## src/rtl/uart_cmd_link.sv

```systemverilog
// Host serial link: 8N1 UART receiver that pairs bytes into 16-bit commands,
// plus a transmitter that returns 8-bit response bytes to the host.
module uart_cmd_link #(
  parameter int BAUD_DIV = 2604
) (
  input  logic        clk,
  input  logic        rst_n,
  input  logic        RX,
  output logic        TX,
  output logic [15:0] cmd,
  output logic        cmd_rdy,
  input  logic        clr_cmd_rdy,
  input  logic [7:0]  resp,
  input  logic        send_resp,
  output logic        resp_sent
);

  localparam logic [11:0] FULL_CNT = 12'(BAUD_DIV - 1);
  localparam logic [11:0] HALF_CNT = 12'(BAUD_DIV / 2 - 1);

  typedef enum logic [1:0] {RX_IDLE, RX_START, RX_DATA, RX_STOP} rx_state_t;
  typedef enum logic [1:0] {TX_IDLE, TX_LOAD, TX_SHIFT} tx_state_t;

  logic        rx_meta, rx_sync, rx_prev;
  rx_state_t   rx_state;
  logic [11:0] rx_cnt;
  logic [2:0]  rx_bit;
  logic [7:0]  rx_shift;
  logic        byte_done, frame_err, start_ok;
  logic        ptr_low;
  logic [7:0]  hold;

  tx_state_t   tx_state;
  logic [11:0] tx_cnt;
  logic [3:0]  tx_bits;
  logic [9:0]  tx_shift;

  // RX idles high, so the synchronizer resets to 1 to avoid a false start edge.
  always_ff @(posedge clk or negedge rst_n) begin
    if (!rst_n) begin
      rx_meta <= 1'b1;
      rx_sync <= 1'b1;
      rx_prev <= 1'b1;
    end else begin
      rx_meta <= RX;
      rx_sync <= rx_meta;
      rx_prev <= rx_sync;
    end
  end

  always_ff @(posedge clk or negedge rst_n) begin
    if (!rst_n) begin
      rx_state  <= RX_IDLE;
      rx_cnt    <= '0;
      rx_bit    <= '0;
      rx_shift  <= '0;
      byte_done <= 1'b0;
      frame_err <= 1'b0;
      start_ok  <= 1'b0;
    end else begin
      byte_done <= 1'b0;
      frame_err <= 1'b0;
      start_ok  <= 1'b0;
      case (rx_state)
        RX_IDLE: begin
          if (rx_prev && !rx_sync) begin
            rx_state <= RX_START;
            rx_cnt   <= '0;
          end
        end
        RX_START: begin
          if (rx_cnt == HALF_CNT) begin
            rx_cnt <= '0;
            rx_bit <= '0;
            if (rx_sync) begin
              rx_state <= RX_IDLE;
            end else begin
              rx_state <= RX_DATA;
              start_ok <= 1'b1;
            end
          end else begin
            rx_cnt <= rx_cnt + 12'd1;
          end
        end
        RX_DATA: begin
          if (rx_cnt == FULL_CNT) begin
            rx_cnt   <= '0;
            rx_shift <= {rx_sync, rx_shift[7:1]};
            rx_bit   <= rx_bit + 3'd1;
            if (rx_bit == 3'd7) rx_state <= RX_STOP;
          end else begin
            rx_cnt <= rx_cnt + 12'd1;
          end
        end
        RX_STOP: begin
          if (rx_cnt == FULL_CNT) begin
            rx_cnt   <= '0;
            rx_state <= RX_IDLE;
            if (rx_sync) byte_done <= 1'b1;
            else         frame_err <= 1'b1;
          end else begin
            rx_cnt <= rx_cnt + 12'd1;
          end
        end
        default: rx_state <= RX_IDLE;
      endcase
    end
  end

  // A completed low byte sets cmd_rdy even if a clear arrives in the same cycle.
  always_ff @(posedge clk or negedge rst_n) begin
    if (!rst_n) begin
      cmd     <= '0;
      cmd_rdy <= 1'b0;
      ptr_low <= 1'b0;
      hold    <= '0;
    end else begin
      if (byte_done) begin
        if (ptr_low) begin
          cmd     <= {hold, rx_shift};
          ptr_low <= 1'b0;
        end else begin
          hold    <= rx_shift;
          ptr_low <= 1'b1;
        end
      end else if (frame_err) begin
        ptr_low <= 1'b0;
      end
      if (byte_done && ptr_low)
        cmd_rdy <= 1'b1;
      else if (clr_cmd_rdy || (start_ok && !ptr_low))
        cmd_rdy <= 1'b0;
    end
  end

  // The start bit goes on the wire at the accept edge; LOAD is its first cycle.
  always_ff @(posedge clk or negedge rst_n) begin
    if (!rst_n) begin
      tx_state  <= TX_IDLE;
      TX        <= 1'b1;
      tx_cnt    <= '0;
      tx_bits   <= '0;
      tx_shift  <= '1;
      resp_sent <= 1'b0;
    end else begin
      resp_sent <= 1'b0;
      case (tx_state)
        TX_IDLE: begin
          TX <= 1'b1;
          if (send_resp) begin
            tx_shift <= {1'b1, resp, 1'b0};
            TX       <= 1'b0;
            tx_cnt   <= '0;
            tx_bits  <= '0;
            tx_state <= TX_LOAD;
          end
        end
        TX_LOAD: begin
          tx_shift <= {1'b1, tx_shift[9:1]};
          tx_cnt   <= 12'd1;
          tx_state <= TX_SHIFT;
        end
        TX_SHIFT: begin
          if (tx_cnt == FULL_CNT) begin
            tx_cnt <= '0;
            if (tx_bits == 4'd9) begin
              resp_sent <= 1'b1;
              tx_state  <= TX_IDLE;
            end else begin
              TX       <= tx_shift[0];
              tx_shift <= {1'b1, tx_shift[9:1]};
              tx_bits  <= tx_bits + 4'd1;
            end
          end else begin
            tx_cnt <= tx_cnt + 12'd1;
          end
        end
        default: tx_state <= TX_IDLE;
      endcase
    end
  end

endmodule

```

## config.mk

```make
export PLATFORM = sky130hd
export DESIGN_NAME = uart_cmd_link
export DESIGN_NICKNAME = d
export VERILOG_FILES = /design/src/rtl/uart_cmd_link.sv
export SDC_FILE = /design/constraint.sdc
export NUM_CORES = 1
export LEC_CHECK = 0
export ABC_AREA = 1
export CAP_MARGIN = 20
export CELL_PAD_IN_SITES_DETAIL_PLACEMENT = 0
export CELL_PAD_IN_SITES_GLOBAL_PLACEMENT = 1
export CORE_UTILIZATION = 46
export CTS_BUF_LIST = sky130_fd_sc_hd__clkbuf_4 sky130_fd_sc_hd__clkbuf_8
export DETAILED_ROUTE_END_ITERATION = 12
export HOLD_SLACK_MARGIN = 0.05
export PLACE_DENSITY_LB_ADDON = 0.1
export SYNTH_ARGS = -nofsm -noshare
export SYNTH_HDL_FRONTEND = slang
export SYNTH_SLANG_ARGS = --single-unit
export TNS_END_PERCENT = 10
```

## constraint.sdc

```tcl
create_clock -name clk -period 2.05 [get_ports clk]
set_input_delay 0.41 -clock clk [delete_from_list [all_inputs] [get_ports clk]]
set_output_delay 0.41 -clock clk [all_outputs]
set_load 0.01 [all_outputs]
```

==> reports/qor.csv, run 1 <==
stage,metric,value,unit
synthesis,mappedNetlistNets,491,
power_and_ir_drop,power.density,1020,mW/mm²
power_and_ir_drop,sequentialPowerShare,43.3,%
synthesis,fraction_of_the_yosys_area_taken_by_sequential_cells,53.0,%
sta,drv_slew,0,
clock_network,tritoncts,done,
clock_network,post_cts_buffers,0,
sta,timing_hold_violations_final,0,
job,maxCapViolations,0,
route,drc,0,
layout,layout.filler_cells,800,
clock_network,clock_tree.htree_level_count,3,
sta,whs,0.360,ns
setup_path,timing.reg2reg.worst_path_depth,10,
setup_path,path_buf_inv,1,
hold_path,timing.hold.worst.class,register to register,
global_routing,grt_pass1_wl,13.2,mm
placed_design,hpwlAfterDp,5.71,mm
clock_network,longest_clk_path_bufs,2,
route,drt_pre_antenna_iters,5,
layout,area.growth.synth_to_final,16.1,%
clock_network,total_number_of_clock_tree_sinks,86,
power_and_ir_drop,ir_drop,486,µV
global_routing,grt_most_used_layer,met2,
synthesis,yosysWarnings,0,
clock_network,cts-root-buf,sky130_fd_sc_hd__clkbuf_8,
setup_path,timing.critical_path.max_delay_family,flip-flops,
floorplanning,design.portCount,32,
floorplanning,floorplan.rows,34,
layout,antennaDiodeCount,0,
power_and_ir_drop,clkPwrFrac,26.3,%
route,ant_nets,0,
sta,fin_worst_skew,0.0168,ns
setup_path,r2r_end,rx_bit[0],
power_and_ir_drop,swShare,37.2,%
sta,fmaxAchievable,550,MHz
route,routed_wire_length_per_instance,12.9,µm
sta,setup_violations,0,
setup_path,critical_path.cell_chain,clkdlybuf4s50_1,
synthesis,netlist_area,0.00409,mm²
setup_path,timing.setup.critical_path_class,register to primary output,
global_routing,met3_capacity_usage_during_global_routing,3.79,%
placed_design,global_placement_routability_congestion,0.815,
sta,fin_crit_sh,88.7,%
setup_path,critPathCaptureType,primary output,
floorplanning,fp.dieH,96.3,µm
power_and_ir_drop,internal-power,3.05,mW
setup_path,timing.critical_path.required,1.64,ns
route,wirelength,8.00,mm
route,detailedRoute.firstIterationViolations,152,
route,vias,3049,
placed_design,placement.io_buffers,31,
route,vias_per_cell,4.92,
placed_design,dpl-instance-area,0.00453,mm²
global_routing,grt_max_degree,48,
setup_path,crit_start,TX,
clock_network,clkTransAtPathRegs,0.10,ns
global_routing,congestion_overflow_gr,0,
setup_path,worst-endpoint-arrival,1.41,ns
sta,period_needed,1.82,ns
synthesis,netlist_instances,467,
floorplanning,floorplan.die_area,0.00927,mm²
synthesis,syn-mean-instance-area,8.75,µm²
setup_path,startpoint_type,register,
floorplanning,floorplan.die.width,96.3,µm
sta,finalSetupTns,0,ns
layout,share_of_cells_above_drive_strength_1,15.4,%
sta,timing_worst_slew_pin_value,0.756,ns
setup_path,critical_path.endpoint,TX,
power_and_ir_drop,total_power,4.85,mW
sta,grt_setup_unrepaired,false,
layout,finish.net_count,531,
setup_path,cpMaxStageDelayCell,sky130_fd_sc_hd__dfstp_2,
power_and_ir_drop,leakagePower,2.20,nW
floorplanning,core_region_area,0.00868,mm²
layout,postLayoutCellArea,0.00475,mm²
power_and_ir_drop,part_of_the_total_power_dissipated_in_combinational_logic,30.4,%
global_routing,met1_usage,26.4,%
setup_path,worstReg2RegStart,rx_cnt[0],
setup_path,worstPathMaxFanout,2,
global_routing,gr-usage-all-layers,18.8,%
synthesis,synth.distinct_cells,37,
setup_path,r2r_slack,0.27,ns
global_routing,initial_antenna_violation_count,0,
clock_network,worst_skew_pair.late_latency,0.35,ns
clock_network,cts-buffers-inserted,9,
sta,worst_max_slew_margin_expressed_relative_to_the_limit,49.5,%
layout,finish.utilization,54.7,%
setup_path,crit_cells,1,
power_and_ir_drop,p_sw,1.81,mW
global_routing,global_route.usage.met2,29.6,%
run_status,status,"finished, final reports clean",
setup_path,critPathMaxStageDelay,0.54,ns
global_routing,grt_pass1_vias,2856,
floorplanning,floorplan.initialDensity,47.1,%
synthesis,ys_ff_latch,86,
-- area by class of cell --
type	instances	area [µm²]	area share, %
Clock buffer	9	124	2.61
Clock inverter	7	86.3	1.82
Inverter	54	203	4.27
Multi-Input combinational cell	318	1650	34.9
Sequential cell	86	2170	45.7
Tap cell	108	135	2.85
Timing Repair Buffer	38	375	7.91
-- synth_stat cells --
cell type / n / area share, %
sky130_fd_sc_hd__nand2_1: 132 / 12
sky130_fd_sc_hd__dfrtp_1: 73 / 45
sky130_fd_sc_hd__inv_1: 39 / 3.6
sky130_fd_sc_hd__nor2_1: 37 / 3.4
sky130_fd_sc_hd__nand3_1: 26 / 3.2
sky130_fd_sc_hd__o21ai_0: 24 / 2.9
sky130_fd_sc_hd__o21ai_1: 24 / 2.9
sky130_fd_sc_hd__inv_2: 15 / 1.4
sky130_fd_sc_hd__dfstp_2: 13 / 8.4
sky130_fd_sc_hd__ha_1: 11 / 3.4
sky130_fd_sc_hd__a21oi_1: 8 / 0.98
sky130_fd_sc_hd__mux2_2: 8 / 2.2
sky130_fd_sc_hd__xor2_1: 7 / 1.5
sky130_fd_sc_hd__nand4_1: 6 / 0.92
sky130_fd_sc_hd__nor2_2: 5 / 0.77
sky130_fd_sc_hd__o22ai_1: 4 / 0.61
sky130_fd_sc_hd__buf_6: 3 / 0.83
sky130_fd_sc_hd__clkbuf_1: 3 / 0.28
sky130_fd_sc_hd__nand2_2: 3 / 0.46
sky130_fd_sc_hd__nor3_2: 3 / 0.73
sky130_fd_sc_hd__xnor2_1: 3 / 0.64
sky130_fd_sc_hd__buf_2: 2 / 0.24
sky130_fd_sc_hd__nand3_2: 2 / 0.49
sky130_fd_sc_hd__nor3_1: 2 / 0.24
sky130_fd_sc_hd__o21ai_2: 2 / 0.43
sky130_fd_sc_hd__a31oi_1: 1 / 0.15
sky130_fd_sc_hd__buf_4: 1 / 0.18
sky130_fd_sc_hd__nand2_4: 1 / 0.28
sky130_fd_sc_hd__nand3_4: 1 / 0.43
sky130_fd_sc_hd__nor2_4: 1 / 0.28
sky130_fd_sc_hd__nor4_1: 1 / 0.15
sky130_fd_sc_hd__o21ai_4: 1 / 0.40
sky130_fd_sc_hd__o31ai_1: 1 / 0.18
sky130_fd_sc_hd__o32ai_1: 1 / 0.21
sky130_fd_sc_hd__or2_0: 1 / 0.15
sky130_fd_sc_hd__or2_1: 1 / 0.15
sky130_fd_sc_hd__or2_2: 1 / 0.15
-- cells in the final DEF, fill, tap and decap left out, types with 13 or more instances in the layout --
cell type and count:
sky130_fd_sc_hd__inv_1 39, sky130_fd_sc_hd__nor2_1 37, sky130_fd_sc_hd__dfrtp_1 73, sky130_fd_sc_hd__nand2_1 132, sky130_fd_sc_hd__o21ai_1 24, sky130_fd_sc_hd__dfstp_2 13
sky130_fd_sc_hd__clkdlybuf4s50_1 30, sky130_fd_sc_hd__nand3_1 26, sky130_fd_sc_hd__inv_2 15, sky130_fd_sc_hd__o21ai_0 24
-- per-stage QoR --
stage | setup slack, ns | cells
2_1_floorplan | 0.569 | 467
3_3_place_gp | 0.180 | 603
3_5_place_dp | 0.142 | 603
4_1_cts | 0.213 | 620
5_1_grt | 0.0364 | 620
6_report | 0.231 | 620
-- how the worst min path moves through the flow --
stage	startpoint	cells past startpoint	to
after floorplan	rst_n	0	async pin
after global placement	rx_meta	0	rx_sync
after detailed placement	rx_meta	0	rx_sync
after CTS	rx_meta	0	rx_sync
after global routing	rx_meta	0	rx_sync
final	rx_meta	0	rx_sync
-- sequential cells by signal, indices dropped and copies added (netlist names), named ones only --
register	count
ptr_low	1
rx_cnt	12
TX	1
cmd	16
rx_meta	1
rx_bit	3
rx_prev	1
byte_done	1
tx_cnt	12
tx_state	2
rx_state	1
tx_bits	4
resp_sent	1
rx_shift	8
hold	8
start_ok	1
tx_shift	9
cmd_rdy	1
rx_sync	1
frame_err	1
-- per-layer routing --
metal	routed length, µm	part of all wire, %	vias to the layer above
li1	-	-	1581
met1	4080	51	1424
met2	3640	45	40
met3	220	2.8	4
met4	59	0.74	0
met5	0	0	-
-- power groups by stage --
stage	Sequential, mW	Combinational [mW]	Clock [mW]
floorplan	2.11	1.13	0
global placement	2.13	1.47	0
detailed placement	2.14	1.49	0
CTS	2.10	1.50	1.32
global route	2.14	1.72	1.38
finish	2.10	1.48	1.28
-- what timing repair did --
action	CTS	global route
setup endpoints to repair	0	0
endpoints found under the hold margin	20	0
hold buffers	1	0
gates resized for setup	0	0
-- logic make-up (layout without fill, tap and decap cells) --
family | Yosys count | after routing | synth area share [%]
mux | 8 | 8 | 2.20
buf+inv | 63 | 108 | 6.49
fa+ha+maj | 11 | 11 | 3.37
flops | 86 | 86 | 53.0
simple gates | 223 | 223 | 23.9
xor+xnor | 10 | 10 | 2.14
compound gates | 66 | 66 | 8.85
Note: power is estimated with default switching activity, not from simulation.
==> run 2: changes to the inputs <==
--- a/config.mk
+++ b/config.mk
@@ -11,6 +11,7 @@
 export CELL_PAD_IN_SITES_GLOBAL_PLACEMENT = 1
 export CORE_UTILIZATION = 46
 export CTS_BUF_LIST = sky130_fd_sc_hd__clkbuf_4 sky130_fd_sc_hd__clkbuf_8
+export CTS_CLUSTER_DIAMETER = 200
 export DETAILED_ROUTE_END_ITERATION = 12
 export HOLD_SLACK_MARGIN = 0.05
 export PLACE_DENSITY_LB_ADDON = 0.1
==> results of run 2 <==
Same layout as run 1: the final DEF is identical, and so are final timing and power.
==> run 3: changes to the inputs <==
--- a/config.mk
+++ b/config.mk
@@ -9,6 +9,7 @@
 export CAP_MARGIN = 20
 export CELL_PAD_IN_SITES_DETAIL_PLACEMENT = 0
 export CELL_PAD_IN_SITES_GLOBAL_PLACEMENT = 1
+export CORE_ASPECT_RATIO = 2
 export CORE_UTILIZATION = 46
 export CTS_BUF_LIST = sky130_fd_sc_hd__clkbuf_4 sky130_fd_sc_hd__clkbuf_8
 export CTS_CLUSTER_DIAMETER = 200
==> run 3 against run 2 <==
Clock-buffer cell count increased by 1. First-iteration DRC count down 21%. Flip-flop and latch count stayed put. Worst setup slack worse by 0.0073 ns. Non-clock buffer count decreased by 1. Total power fell by 4.0%. Wire length is 12% higher. Register-to-register slack about the same. Critical path depth unchanged. Largest cell class unchanged.
==> reports/qor.csv, run 3 (synthesis results as in run 1) <==
stage,metric,value,unit
layout,layout.cells.most_common,sky130_fd_sc_hd__nand2_1,
route,drc,0,
global_routing,grt_pass1_vias,3260,
layout,reg.largest.list,"cmd (16), rx_cnt (12), tx_cnt (12)",
sta,timing_worst_slew_pin_value,0.662,ns
setup_path,timing.critical_path.required,1.64,ns
power_and_ir_drop,total_power,4.66,mW
sta,period_needed,1.83,ns
sta,fin_crit_sh,89.1,%
hold_path,hold_path_cell_cnt,0,
clock_network,clkTransAtPathRegs,0.09,ns
route,drt_pre_antenna_iters,4,
hold_path,timing.hold.worst.class,register to register,
sta,setup_violations,0,
sta,whs,0.361,ns
setup_path,startpoint_type,register,
route,wirelength,8.97,mm
route,detailedRoute.firstIterationViolations,120,
job,maxCapViolations,0,
clock_network,clock_tree.htree_level_count,3,
sta,postLayoutSetupSlackWorst,0.224,ns
layout,max_flop_register,cmd,
floorplanning,core_region_area,0.00865,mm²
floorplanning,floorplan.rows,48,
sta,drv_slew,0,
setup_path,timing.setup.critical_path_class,register to primary output,
floorplanning,fp.dieH,135,µm
clock_network,post_cts_buffers,0,
clock_network,total_number_of_clock_tree_sinks,86,
global_routing,initial_antenna_violation_count,0,
sta,finalSetupTns,0,ns
setup_path,path_buf_inv,1,
layout,finish.net_count,530,
placed_design,dp_slack,0.122,ns
setup_path,cpMaxStageDelayCell,sky130_fd_sc_hd__dfstp_2,
setup_path,crit_cells,1,
clock_network,longest_clk_path_bufs,2,
setup_path,critPathCaptureType,primary output,
run_status,status,"finished, final reports clean",
power_and_ir_drop,clkPwrFrac,23.3,%
layout,finish.utilization,54.3,%
sta,timing_hold_violations_final,0,
setup_path,critPathMaxStageDelay,0.54,ns
setup_path,r2r_end,rx_bit[0],
global_routing,gr-usage-all-layers,22.2,%
placed_design,global_placement_routability_congestion,0.818,
global_routing,congestion_overflow_gr,0,
layout,antennaDiodeCount,0,
sta,fmaxAchievable,548,MHz
clock_network,cts-buffers-inserted,9,
clock_network,cts-root-buf,sky130_fd_sc_hd__clkbuf_8,
setup_path,r2r_slack,0.28,ns
clock_network,tritoncts,done,
placed_design,dp.cells,594,
route,routed_wire_length_per_instance,14.7,µm
power_and_ir_drop,power.density,993,mW/mm²
layout,fin_cells,611,
hold_path,timing.hold.worst_endpoint,rx_sync,
layout,area.growth.synth_to_final,14.9,%
floorplanning,design.portCount,32,
sta,fin_worst_skew,0.00881,ns
layout,largest_reg_flops,16,
layout,postLayoutCellArea,0.00470,mm²
layout,commonest_cells_after_routing_fill_and_taps_aside,"132 x sky130_fd_sc_hd__nand2_1, 73 x sky130_fd_sc_hd__dfrtp_1, 39 x sky130_fd_sc_hd__inv_1",
setup_path,worstPathMaxFanout,2,
route,vias_per_cell,5.18,
global_routing,grt_pass1_wl,15.0,mm
route,vias,3167,
setup_path,worstReg2RegStart,rx_cnt[0],
placed_design,dpl-instance-area,0.00451,mm²
setup_path,timing.reg2reg.worst_path_depth,10,
power_and_ir_drop,sequentialPowerShare,45.1,%
placed_design,hpwlAfterDp,6.70,mm
power_and_ir_drop,p_sw,1.76,mW
clock_network,cts_resized,0,
power_and_ir_drop,part_of_the_total_power_dissipated_in_combinational_logic,31.7,%
placed_design,placement.io_buffers,31,
hold_path,hold_start,rx_meta,
layout,share_of_cells_above_drive_strength_1,15.3,%
setup_path,worst-endpoint-arrival,1.42,ns
global_routing,grt_max_degree,40,
power_and_ir_drop,swShare,37.7,%
layout,layout.filler_cells,859,
sta,worst_max_slew_margin_expressed_relative_to_the_limit,55.7,%
floorplanning,floorplan.die.width,68.7,µm
power_and_ir_drop,leakagePower,2.18,nW
setup_path,critical_path.cell_chain,clkdlybuf4s50_1,
floorplanning,floorplan.die_area,0.00929,mm²
sta,grt_setup_unrepaired,false,
clock_network,worst_skew_pair.late_latency,0.36,ns
floorplanning,floorplan.initialDensity,47.3,%
power_and_ir_drop,internal-power,2.91,mW
route,ant_nets,0,
setup_path,timing.critical_path.max_delay_family,flip-flops,
power_and_ir_drop,ir_drop,769,µV
[run 3: layer usage]
metal,vias to the layer above,part of all wire (%),GRT usage (%),routed length (µm)
met3,17,2.7,3.28,242
met5,-,0,0,0
li1,1579,-,-,-
met4,0,3.0,12.0,273
met1,1528,38,23.4,3430
met2,43,56,40.1,5020
[run 3: power groups by stage]
| stage | sequential, mW | combinational, mW | clock, mW |
|---|---|---|---|
| 3_3_place_gp | 2.13 | 1.48 | 0 |
| 6_report | 2.10 | 1.48 | 1.08 |
| 3_5_place_dp | 2.14 | 1.49 | 0 |
| 4_1_cts | 2.10 | 1.50 | 1.13 |
| 2_1_floorplan | 2.11 | 1.13 | 0 |
| 5_1_grt | 2.14 | 1.70 | 1.19 |
[run 3: worst max-delay path by stage]
stage | start | endpoint
3_5_place_dp | send_resp | tx_cnt[10]
2_1_floorplan | tx_state[0] | tx_cnt[5]
6_report | TX | TX
4_1_cts | TX | TX
5_1_grt | rx_cnt[0] | rx_bit[0]
3_3_place_gp | send_resp | tx_cnt[10]
[run 3: what timing repair did]
action | in CTS | in global routing
endpoints found under the hold margin | 25 | 0
setup endpoints to repair | 0 | 0
hold buffers | 1 | 0
[run 3: area by class of cell]
class	instances	area (µm²)	share of cell area [%]
flip-flops and latches	86	2170	46.2
multi-input cells	318	1650	35.2
repair buffers	37	368	7.83
inverters	54	203	4.32
clock buffers	10	131	2.80
well taps	100	125	2.66
clock inverters	6	46.3	0.986
==> variant 1: new RTL, flow settings as in run 2 <==
Register the output `TX` once more, without a reset; this adds one clock of latency there. The other outputs are not delayed to match.
--- a/src/rtl/uart_cmd_link.sv
+++ b/src/rtl/uart_cmd_link.sv
@@ -20,6 +20,8 @@
 
   typedef enum logic [1:0] {RX_IDLE, RX_START, RX_DATA, RX_STOP} rx_state_t;
   typedef enum logic [1:0] {TX_IDLE, TX_LOAD, TX_SHIFT} tx_state_t;
+
+  logic TX_s0;
 
   logic        rx_meta, rx_sync, rx_prev;
   rx_state_t   rx_state;
@@ -137,7 +139,7 @@
   always_ff @(posedge clk or negedge rst_n) begin
     if (!rst_n) begin
       tx_state  <= TX_IDLE;
-      TX        <= 1'b1;
+      TX_s0     <= 1'b1;
       tx_cnt    <= '0;
       tx_bits   <= '0;
       tx_shift  <= '1;
@@ -146,10 +148,10 @@
       resp_sent <= 1'b0;
       case (tx_state)
         TX_IDLE: begin
-          TX <= 1'b1;
+          TX_s0 <= 1'b1;
           if (send_resp) begin
             tx_shift <= {1'b1, resp, 1'b0};
-            TX       <= 1'b0;
+            TX_s0    <= 1'b0;
             tx_cnt   <= '0;
             tx_bits  <= '0;
             tx_state <= TX_LOAD;
@@ -167,7 +169,7 @@
               resp_sent <= 1'b1;
               tx_state  <= TX_IDLE;
             end else begin
-              TX       <= tx_shift[0];
+              TX_s0    <= tx_shift[0];
               tx_shift <= {1'b1, tx_shift[9:1]};
               tx_bits  <= tx_bits + 4'd1;
             end
@@ -180,5 +182,9 @@
     end
   end
 
+  always_ff @(posedge clk) begin
+    TX <= TX_s0;
+  end
+
 endmodule
 
Function: changed (Yosys sat finds a counterexample within 4 cycles, from zero or initial values and one cycle with rst_n low).
==> variant 1 against run 2 <==
Synthesized area up 6.1%; total power up 0.83%; largest power group unchanged; cell count increased by 4.5%; highest routed layer unchanged; cell area rose by 5.6%; sequential cell count grew 1; critical path depth stayed put; largest cell class unchanged; worst setup slack better by 0.099 ns; routed wire length increased by 5.6%.
==> variant 1: results (changes against run 2) <==
LOGIC SYNTHESIS
----------------------------------------------------------------------------------
Synthesis Warnings                                                               0   unchanged
Net count after synthesis                                                      513   +4.5%
Cell variety after synth                                                        40   +8.1%
Sequential-to-total area share from yosys stat                               50.5%   -2.6 points
Fraction of registers with async set or reset after synthesis                98.9%   -1.1 points
Top flip-flop cell by instance count after synthesis                       dfrtp_1
Synth top area cells                                                  dfrtp_1, nand2_1, dfstp_2, inv_1, nor2_1
Most instantiated cells after synthesis                               nand2_1, dfrtp_1, inv_1

STA
----------------------------------------------------------------------------------
Worst slew margin relative to its limit                                      58.5%   +9.0 points
Skew final                                                               0.0174 ns   +0.000641 ns

PWR
----------------------------------------------------------------------------------
Peak supply drop                                                          0.373 mV   -23%
Static leakage                                                             2.29 nW   +3.9%

GRT
----------------------------------------------------------------------------------
Maximum number of pins on one net before global-route repair                    36   -25%
Overall routing resource usage                                               19.3%   +0.58 points
First-pass GRT wire length                                            15100 microns   +14%
Vias in the first global route                                                3270   +14%
Initial antenna violation count                                                  0   unchanged

HOLD PATH
----------------------------------------------------------------------------------
Hold wc startpoint                                                         rx_meta
Sink of the worst hold path                                                rx_sync
Number of cells traversed by the worst hold path                                 0   unchanged

CRITICAL PATH
----------------------------------------------------------------------------------
Logic depth of the worst register-to-register path                               8   -2
Worst R2R End                                                          tx_shift[3]
Slowest library cell on the worst path                                clkdlybuf4s50_1
Largest delay share family, worst path                                buffers and inverters
Setup slack of the worst register-to-register path                         0.39 ns   +0.12 ns
Delay of the slowest cell on the worst path                                0.57 ns   +0.03 ns
R2r startpoint                                                         tx_state[0]
Endpoint arrival time on the critical path                                 1.31 ns   -0.10 ns

LAYOUT
----------------------------------------------------------------------------------
Share of final-layout standard cells stronger than drive strength 1          15.5%   +0.027 points
# diodes                                                                         0   unchanged
NumNets Final                                                                  556   +4.7%

DIE
----------------------------------------------------------------------------------
Width of the die                                                      99.1 microns   +2.9%

DRT
----------------------------------------------------------------------------------
Routed wire per std cell                                              13.0 microns   +1.0%
Number of detailed-route iterations in the first pass                            4   -1
Vias per inst                                                                 4.96   +0.89%
Number of DRC violations after detailed-routing iteration 0                     90   -41%

CLOCK NETWORK
----------------------------------------------------------------------------------
Total setup buffers inserted after CTS                                           0   unchanged
Clock insertion delay at the later pin of the skew report                  0.36 ns
H-tree lvl count                                                                 3   unchanged
Clk buf depth                                                                    2   unchanged
Clock transition at path regs                                              0.11 ns
Buffer type at the clock tree root                                        clkbuf_8

PLACEMENT
----------------------------------------------------------------------------------
Detailed Place HPWL                                                   6030 microns   +5.7%
Gp weighted congestion                                                       0.881   +8.0%
Worst Setup Slack post-DPL                                                0.143 ns   +0.000584 ns
Port bufs                                                                       31   unchanged

STATUS
----------------------------------------------------------------------------------
Outcome                                                               finished clean

==> variant 1: cell count changes after synthesis, sizes merged, moves of 4 or more <==
cell   change
nand4     +17
o21ai      -8
nand3      -7
nand2      +6
a21oi      -4
nor3       +4
==> variant 1: final cells by class <==
cell class                      instances  area [sq um]
Timing Repair Buffer                   43           413
Tap cell                              111           139
Sequential cell                        87          2190
Multi-Input combinational cell        334          1860
Fill cell                             868          4190
Clock buffer                            9           124
Inverter                               57           214
Clock inverter                          7          75.1
==> variant 1: cells by family (layout without fill, tap and decap cells) <==
family                     after synthesis  count (layout)  synth area share [%]
and+or+nand+nor                        246             246                  27.2
xor gates and xnor gates                13              13                  2.63
buffers and inverters                   68             116                  6.70
AOI/OAI and AO/OA                       56              56                  7.71
muxes                                    8               8                  2.08
DFF                                     87              87                  50.5
adders and majority gates               11              11                  3.17
==> variant 1: through the flow <==
step	power [W]	area, sq um	instances	hold slack, ns
floorplan	0.00329	4340	489	0.114
global placement	0.00373	4800	631	0.346
detailed placement	0.00375	4800	631	0.347
CTS	0.00498	5010	648	0.361
global route	0.00527	5010	648	0.375
finish	0.00490	5010	648	0.361
==> variant 1: worst max path at each step <==
stage,slack (ns),start,endpoint
after floorplan,0.55,tx_state[0],tx_cnt[10]
after global placement,0.17,send_resp,tx_cnt[6]
after detailed placement,0.14,send_resp,tx_cnt[3]
after CTS,0.31,cmd[12],cmd[12]
after global routing,0.21,tx_state[0],tx_cnt[5]
final,0.33,cmd[12],cmd[12]
==> variant 1: power by group <==
| group | internal, W | switching, W |
|---|---|---|
| logic | 0.000547 | 0.00103 |
| clock network | 0.000483 | 0.000716 |
| registers | 0.00198 | 0.000143 |
==> variant 1: what timing repair did <==
action	in CTS	in global routing
gates resized for setup	0	0
endpoints found under the setup margin	0	0
hold buffers	1	0
endpoints found under the hold margin	22	0
==> variant 1: per-layer routing <==
metal	GRT usage, %	wire, microns
met1	26.1	4190
met2	31.5	3960
met3	2.91	183
met4	7.81	104
met5	0	0
==> variant 2: new RTL, config.mk and constraints of run 2 <==
Without the edit above. Change the parameter `BAUD_DIV` from 2604 to 1302.
--- a/src/rtl/uart_cmd_link.sv
+++ b/src/rtl/uart_cmd_link.sv
@@ -1,7 +1,7 @@
 // Host serial link: 8N1 UART receiver that pairs bytes into 16-bit commands,
 // plus a transmitter that returns 8-bit response bytes to the host.
 module uart_cmd_link #(
-  parameter int BAUD_DIV = 2604
+  parameter int BAUD_DIV = 1302
 ) (
   input  logic        clk,
   input  logic        rst_n,
Behaviour: no difference found for any inputs over 10 cycles, from zero or initial values and one cycle with rst_n low; that may be too few to reach the edited logic, so the function may still have changed.
==> variant 2 against run 2 <==
Total power is 1.3% lower; routed wire length is 5.5% lower; first-iteration DRC count is 20% lower; global-route usage is 1.2 points lower; sequential cell count stayed put; clock skew is 0.0026 ns lower; worst setup slack better by 0.0013 ns; synthesized area is 0.95% higher; synthesized cell count is 4.3% lower; cell area is 0.69% higher; die area is 0.94% higher; largest cell class unchanged; highest routed layer unchanged.
==> variant 2: results (changes against run 2) <==
CLOCK NETWORK
----------------------------------------------------------------------------------
Post-CTS Hold Buffers                                                            1   unchanged
Clock transition at path regs                                              0.09 ns
Post-CTS resize count                                                            0   unchanged
Clock insertion delay at the later pin of the skew report                  0.35 ns   about the same
Clk buf depth                                                                    2   unchanged
Buffer type at the clock tree root                                        clkbuf_8
Total setup buffers inserted after CTS                                           0   unchanged
Num CTS Buffers                                                                  9   unchanged

HOLD PATH
----------------------------------------------------------------------------------
Type of the most critical hold path                                   flop to flop

LOGIC SYNTHESIS
----------------------------------------------------------------------------------
Synth top area cells                                                  dfrtp_1, nand2_1, dfstp_2, o21ai_0, ha_1
Top flip-flop cell by instance count after synthesis                       dfrtp_1
Sequential-to-total area share from yosys stat                               52.5%   -0.50 points
Net count after synthesis                                                      473   -3.7%
Synthesis Warnings                                                               0   unchanged
Most instantiated cells after synthesis                               nand2_1, dfrtp_1, inv_1
Cell variety after synth                                                        39   +5.4%
Syn Inst Count                                                                 447   -4.3%
Fraction of registers with async set or reset after synthesis                 100%   unchanged

GRT
----------------------------------------------------------------------------------
Overall routing resource usage                                               17.6%   -1.2 points
First-pass GRT wire length                                            13300 microns   +0.88%
Maximum number of pins on one net before global-route repair                    39   -19%
Vias in the first global route                                                2805   -1.8%

LAYOUT
----------------------------------------------------------------------------------
NumNets Final                                                                  514   -3.2%
Share of final-layout standard cells stronger than drive strength 1          14.6%   -0.80 points
Registers with the highest flip-flop counts                           cmd x16, rx_cnt x12, tx_cnt x12

CRITICAL PATH
----------------------------------------------------------------------------------
Delay of the slowest cell on the worst path                                0.54 ns   about the same
Slowest library cell on the worst path                                     dfstp_2
Endpoint arrival time on the critical path                                 1.41 ns   about the same

PLACEMENT
----------------------------------------------------------------------------------
Detailed Place HPWL                                                   5550 microns   -2.7%
Port bufs                                                                       31   unchanged
Post-DP Area                                                            4580 sq um   +1.1%
Placed insts                                                                   584   -3.2%
Gp weighted congestion                                                       0.857   +5.1%

STA
----------------------------------------------------------------------------------
Skew final                                                               0.0142 ns   -0.00258 ns
Worst slew margin relative to its limit                                      57.5%   +8.0 points

PWR
----------------------------------------------------------------------------------
Static leakage                                                             2.20 nW   about the same
Peak supply drop                                                          0.511 mV   +5.3%

DRT
----------------------------------------------------------------------------------
Routed wire per std cell                                              12.6 microns   -2.3%
Wire length reported by the detailed router                           7560 microns   -5.5%
Vias per inst                                                                 4.91   -0.19%
Number of detailed-route iterations in the first pass                            4   -1
Number of DRC violations after detailed-routing iteration 0                    121   -20%

STATUS
----------------------------------------------------------------------------------
Outcome                                                               finished clean

## variant 2: cell count changes after synthesis, sizes merged, moves of 3 or more
cell / delta
nor3: +3
nand2: -29
o21ai: +4
nand3b: +3
inv: -4
xor2: +3
nor2: -4
nand3: -9
o22ai: +4
mux2i: +7
## variant 2: power by group
part           leakage [nW]  switching (W)  internal [W]
logic                 0.965       0.000942      0.000549
clock network        0.0942       0.000616      0.000566
registers              1.14       0.000158       0.00196
total                  2.20        0.00172       0.00308
## variant 2: metrics by stage
step,worst slack (ns),utilization (%)
after floorplan,0.534,-
after global placement,0.213,52.5
after detailed placement,0.182,52.5
after CTS,0.205,54.8
after global routing,0.132,54.8
final,0.232,54.8
## variant 2: layout make-up
class / count / area (sq um)
clock buffers: 9 / 124
repair buffers: 38 / 375
flip-flops and latches: 86 / 2170
well taps: 108 / 135
inverters: 52 / 195
multi-input cells: 301 / 1710
fillers: 795 / 3940
clock inverters: 6 / 67.6
## variant 2: logic make-up after synthesis
kind of cell               synth area share (%)
AOI/OAI and AO/OA                          9.98
xor gates and xnor gates                   2.97
adders and majority gates                  3.94
buffers and inverters                      5.94
DFF                                        52.5
muxes                                      3.88
and+or+nand+nor                            20.7
## variant 2: metal layers
layer  share of wire [%]  GRT usage (%)
met1                  50           25.1
met2                  47           27.1
met3                 2.0           2.82
met4                 1.2           6.89
met5                   0              0
## variant 2: final timing paths
| check | startpoint | end | slack (ns) | cells past startpoint |
|---|---|---|---|---|
| max | TX | TX | 0.23 | 1 |
| min reg2reg | rx_meta | rx_sync | 0.36 | 0 |
| max in group asynchronous | rst_n | tx_shift[2] | 0.87 | 3 |
| max reg2reg | rx_cnt[1] | rx_bit[0] | 0.35 | 11 |
| min in group asynchronous | rst_n | tx_cnt[8] | 0.53 | 2 |
| min | rx_meta | rx_sync | 0.36 | 0 |
